<file path="config.mk">
export PLATFORM = sky130hd
export DESIGN_NAME = alu_mcycle_seq
export DESIGN_NICKNAME = d
export VERILOG_FILES = /design/src/rtl/alu_mcycle_seq_pkg.sv /design/src/rtl/alu_mcycle_seq.sv
export SDC_FILE = /design/constraint.sdc
export NUM_CORES = 1
export LEC_CHECK = 0
export BUFFER_PORTS_ARGS = -buffer_cell sky130_fd_sc_hd__buf_2
export CORE_AREA = 2 2 187 116
export DETAILED_ROUTE_END_ITERATION = 10
export DIE_AREA = 0 0 189 118
export GPL_TIMING_DRIVEN = 0
export PLACE_DENSITY = 0.78
export SLEW_MARGIN = 0
export SYNTH_ARGS = -nofsm -noshare
export SYNTH_HDL_FRONTEND = slang
export SYNTH_SLANG_ARGS = --single-unit
</file>
<file path="constraint.sdc">
create_clock -name CLK -period 2.25 [get_ports CLK]
set_input_delay 0.3375 -clock CLK [delete_from_list [all_inputs] [get_ports CLK]]
set_output_delay 0.3375 -clock CLK [all_outputs]
set_load 0.03 [all_outputs]
</file>
<file path="src/rtl/alu_mcycle_seq_pkg.sv">
// alu_mcycle_seq_pkg: ALU opcodes, MCycle op codes and sequencer state encoding
package alu_mcycle_seq_pkg;
  localparam int WIDTH = 32;
  localparam logic [3:0] ALU_ADD = 4'b0100;
  localparam logic [3:0] ALU_SUB = 4'b0010;
  localparam logic OP_MUL = 1'b0;
  localparam logic OP_DIV = 1'b1;
  typedef enum logic [1:0] {IDLE, ITER, DONE} state_t;
endpackage

</file>
<file path="src/rtl/alu_mcycle_seq.sv">
// alu_mcycle_seq: unsigned multiply/divide sequencer stepping one add/sub per cycle on the shared ALU
module alu_mcycle_seq #(
  parameter int WIDTH = 32,
  parameter int CNT_W = 5
) (
  input  logic             CLK,
  input  logic             Reset,
  input  logic             Start,
  input  logic             MCycleOp,
  input  logic [WIDTH-1:0] Operand1,
  input  logic [WIDTH-1:0] Operand2,
  output logic [WIDTH-1:0] Result1,
  output logic [WIDTH-1:0] Result2,
  output logic             Busy,
  output logic             Done,
  output logic             ALU_Req,
  input  logic             ALU_Gnt,
  output logic [WIDTH-1:0] Src_A,
  output logic [WIDTH-1:0] Src_B,
  output logic [3:0]       ALUControl,
  input  logic [WIDTH-1:0] ALUResult
);
  import alu_mcycle_seq_pkg::*;
  state_t state, state_n;
  logic op, it, mul, step, last, c, ge;
  logic [CNT_W-1:0] cnt;
  logic [WIDTH-1:0] acc, sh, m, acc_n, sh_n;
  logic [WIDTH:0] t;
  // acc/sh/m hold hi/lo/mcand for multiply and rem/quo/dvs for divide
  always_comb begin
    it = state == ITER;
    mul = op == OP_MUL;
    t = {acc, sh[WIDTH-1]};
    c = ALUResult < acc;
    ge = t[WIDTH] | (t[WIDTH-1:0] >= m);
    acc_n = mul ? {c, ALUResult[WIDTH-1:1]} : (ge ? ALUResult : t[WIDTH-1:0]);
    sh_n = mul ? {ALUResult[0], sh[WIDTH-1:1]} : {sh[WIDTH-2:0], ge};
    step = it & ALU_Gnt;
    last = step & (cnt == CNT_W'(WIDTH - 1));
  end
  always_ff @(posedge CLK)
    if (Reset) state <= IDLE;
    else state <= state_n;
  always_comb
    state_n = state == IDLE ? (Start ? ITER : IDLE) :
              state == ITER ? (last ? DONE : ITER) : IDLE;
  always_comb begin
    Busy = it;
    Done = state == DONE;
    ALU_Req = it;
    Src_A = it ? (mul ? acc : t[WIDTH-1:0]) : '0;
    Src_B = it ? ((mul & ~sh[0]) ? '0 : m) : '0;
    ALUControl = it ? (mul ? ALU_ADD : ALU_SUB) : 4'b0000;
  end
  always_ff @(posedge CLK)
    if (Reset) begin
      op <= 1'b0;
      cnt <= '0;
      acc <= '0;
      sh <= '0;
      m <= '0;
      Result1 <= '0;
      Result2 <= '0;
    end else begin
      if (state == IDLE && Start) begin
        op <= MCycleOp;
        cnt <= '0;
        acc <= '0;
        sh <= MCycleOp ? Operand1 : Operand2;
        m <= MCycleOp ? Operand2 : Operand1;
      end
      if (step) begin
        acc <= acc_n;
        sh <= sh_n;
        cnt <= cnt + 1'b1;
      end
      if (last) begin
        Result1 <= sh_n;
        Result2 <= acc_n;
      end
    end
endmodule

</file>
==> summary.md <==
| Metric | Value |
|---|---|
| Fin. Hold Viols | 0 |
| Worst skew pair latency | 0.44 ns |
| Max-cap violations | 0 |
| Synthesized cell area | 0.00991 mm² |
| XOR/XNOR Fraction of Synth Area | 0% |
| Routed WL | 37.7 mm |
| CP Capture Type | flip-flop |
| Min Clock Period, post-route | 2.68 ns |
| Slowest cell on crit path | dfxtp_2 |
| Share of layout cells above drive strength 1 | 34.0% |
| Initial antenna violation count | 3 |
| Final #Nets | 1593 |
| Cts hold-fix bufs | 0 |
| WL per Instance | around 22 µm |
| Yosys cell types | 51 |
| Worst hold stages | 3 |
| Simple-gate portion of the synthesized area | 11.6% |
| Final core occ | 64.6% |
| Critical path arrival | 3.02 ns |
| Die area | about 0.022 mm² |
| Pre-Repair DR Iteration Count | 5 |
| Sequential area share after synthesis | 33.9% |
| Met2 Wirelength | about 16 mm |
| Max H-tree Level | 4 |
| Worst slew pin tran | 0.922 ns |
| Clk_skew | 0.0122 ns |
| Critical-path maximum fanout | 10 |
| DR iter-0 viols | 1059 |
| Largest net degree at the start of global routing | 17 |
| CP required | approximately 2.6 ns |
| Cells along the critical path | inv_2, ha_4, nand4_1, nor4_4, nand4_1, a31oi_4, buf_12, buf_8, o21ai_2, o311a_1, o32ai_2 |
| Asr flop ratio synth | 0% |
| Top Ports | 236 |
| Violated checks | negative setup slack |
| Detailed Place HPWL | around 28 mm |
| Vias in the first global route | 10041 |
| Reg2Reg Depth | 11 |
| Ys flop type | dfxtp_1 |
| Avg Cell Area, Syn | between 8 and 9 µm² |
| CP most frequent cell | nand4_1 |
| Largest family of logic cells by synthesized area | compound AO/OA/AOI/OAI gates |
| Number of synthesized flops with an enable pin | 0 |
| Final worst slack | -0.430 ns |
| Outcome | complete, but fails checks |
| Syn Inst Count | around 1200 |
| Vias | 10718 |
| Max VDD drop | 0.602 mV |
| Levels on crit path | 11 |
| Clock sink count | 168 |
| First-pass GRT wire length | 56.5 mm |
| Unrepaired setup endpoints after global routing | true |
| Slew Viols, Final | 0 |
| Die height | between 100 and 150 µm |
| Residual DRC | 0 |
| Power Total | 8.36 mW |
| Tcrit/Tclk final | 119% |
| Core ar. | between 0.02 and 0.025 mm² |
| Rel. slew slack | 38.5% |
| Post-synthesis compound-gate area fraction | 26.6% |
| LEAKAGE | 5.36 nW |
| Largest delay contributor family on the critical path | simple AND/OR/NAND/NOR gates |
| Total Neg Setup Slack | -23.71 ns |
| Gr ovfl total | 0 |
| Post-synthesis mux area share | between 10% and 20% |
| Crit path buffers/inverters | 3 |
| Slowest stage delay, CP | 0.34 ns |
| Yosys warns | 0 |
| Setup crit start kind | flip-flop |
| Number of CTS-inserted buffers | 17 |
| Clk pin slew, worst setup/hold paths | 0.07 ns |
| FMAX | 373 MHz |
| Post-Synth Adder-Cell Area | 8.21% |
| Flops & latches, synth | 168 |
| # fillers | approximately 1700 |
| Metal3 WL | 4.26 mm |
| GP Congestion | about 0.91 |
| Power Density | ~630 mW/mm² |
| Number of buffers added on ports | 232 |
| Num rows | ~40 |
| Antenna viol nets, final | 0 |
| Clock buffer depth | 2 |
| GRT Util Overall | approximately a third |
| Final setup violation count | 68 |
| Final Instance Count excl. Fillers | 1723 |
| Vias per Instance | 6.22 |
| TritonCTS clock tree | yes |
| Layout area overhead | 34.1% |
| Die width | 189 µm |
| Initial Utilization | 48.2% |
| M1 wire length | 16.8 mm |
| Placed insts | between 1500 and 2000 |
| Hold slack final | about 0.24 ns |
| CTS Root Buffer Type | clkbuf_16 |
| WS Path Type | flip-flop to flip-flop |
| Hold Crit Class | primary input to flip-flop |
| Max layer used | met5 |
[layout by cell type (no fill, tap or decap), types with 19 or more instances in the layout]
master     instances
dfxtp_1          139
clkbuf_16         19
mux2i_1          123
o21ai_1           22
a21oi_1           88
nor2_1           121
ha_1              52
o21ai_0           63
nor3_2            20
nand2_1           25
o32ai_2           23
buf_4             36
dfxtp_2           24
clkbuf_1          45
nor3_1            29
a211oi_1          64
buf_2            214
nand3_1           28
inv_1             54
[what timing repair did]
action                     in CTS  in global routing
gates resized for setup       138                110
buffers inserted               12                  4
pin swaps                      33                 13
hold endpoints to repair        0                  0
setup endpoints to repair     189                163
gates cloned                    3                  0
[registers in the layout (all words and copies together), names as in the netlist]
| name | count |
|---|---|
| Result1 | 32 |
| cnt | 5 |
| acc | 32 |
| m | 32 |
| op | 1 |
| sh | 32 |
| Result2 | 32 |
| state | 2 |
[where the power goes]
part | internal (mW) | leakage, nW | switching [mW]
combinational | 0.816 | 3.69 | 1.23
clock | 1.67 | 0.290 | 1.40
sequential | 3.11 | 1.38 | 0.130
[stage by stage]
| stage | setup slack [ns] | area [µm²] |
|---|---|---|
| 6_report | -0.430 | 13300 |
| 3_5_place_dp | -0.758 | 11600 |
| 4_1_cts | -0.303 | 12800 |
| 5_1_grt | -0.443 | 13300 |
| 2_1_floorplan | -0.0862 | 10100 |
| 3_3_place_gp | -0.675 | 11600 |
[final cells by class]
class                           instances  area, µm²  share of cell area (%)
Multi-Input combinational cell        821       6580                    49.5
Sequential cell                       168       3410                    25.7
Timing Repair Buffer                  251       1480                    11.1
Buffer                                102        627                    4.72
Clock buffer                           18        429                    3.23
Tap cell                              279        349                    2.63
Inverter                               66        248                    1.86
Clock inverter                         14        161                    1.21
Antenna cell                            4       10.0                  0.0753
[tightest hold or removal path: cells and delay by family]
kind / cells / cell delay [ns]
mux: 1 / 0.12
compound gates: 1 / 0.08
buf+inv: 1 / 0.11
[path summary, 6_finish.rpt]
path	startpoint	end	slack, ns
setup / recovery	m[28]$_SDFFE_PP0P_	acc[30]$_SDFFE_PP0P_	-0.43
setup reg to reg	m[28]$_SDFFE_PP0P_	acc[30]$_SDFFE_PP0P_	-0.43
hold / removal	Operand2[26]	m[26]$_SDFFE_PP0P_	0.24
hold reg to reg	Result2[23]$_SDFFE_PP0P_	Result2[23]$_SDFFE_PP0P_	0.47
[per-layer routing]
| metal | track usage [%] | vias up |
|---|---|---|
| li1 | - | 4838 |
| met1 | 46.4 | 5055 |
| met2 | 46.7 | 711 |
| met3 | 8.62 | 112 |
| met4 | 10.1 | 2 |
| met5 | 0 | - |
[cells in the mapped netlist (2+ instances only)]
master / instances / area [µm²]
a2111oi_0: 5 / 43.8
a211oi_1: 64 / 480
a21o_1: 6 / 45.0
a21oi_1: 91 / 455
a221oi_1: 2 / 17.5
a22o_1: 9 / 78.8
a22oi_1: 2 / 15.0
a32o_1: 8 / 80.1
and2_1: 3 / 18.8
and3_1: 3 / 18.8
and4_1: 2 / 17.5
buf_1: 19 / 71.3
buf_2: 4 / 20.0
buf_4: 3 / 22.5
buf_6: 3 / 33.8
clkbuf_1: 74 / 278
dfxtp_1: 168 / 3360
ha_1: 65 / 813
inv_1: 66 / 248
mux2i_1: 126 / 1260
nand2_1: 28 / 105
nand2b_1: 4 / 25.0
nand3_1: 28 / 140
nand4_1: 8 / 50.1
nor2_1: 125 / 469
nor2b_1: 2 / 12.5
nor3_1: 49 / 245
o21a_1: 2 / 15.0
o21ai_0: 74 / 370
o21ai_1: 21 / 105
o311a_1: 23 / 230
o311ai_0: 2 / 17.5
o311ai_1: 6 / 52.6
o31ai_1: 24 / 180
o32ai_1: 2 / 17.5
o32ai_2: 21 / 342
[cell families after synthesis]
group,after synthesis
compound gates,370
fa+ha+maj,65
buf+inv,169
flops,168
mux,127
other cells,1
simple gates,257
No activity file was read; power rests on OpenSTA's default activity.
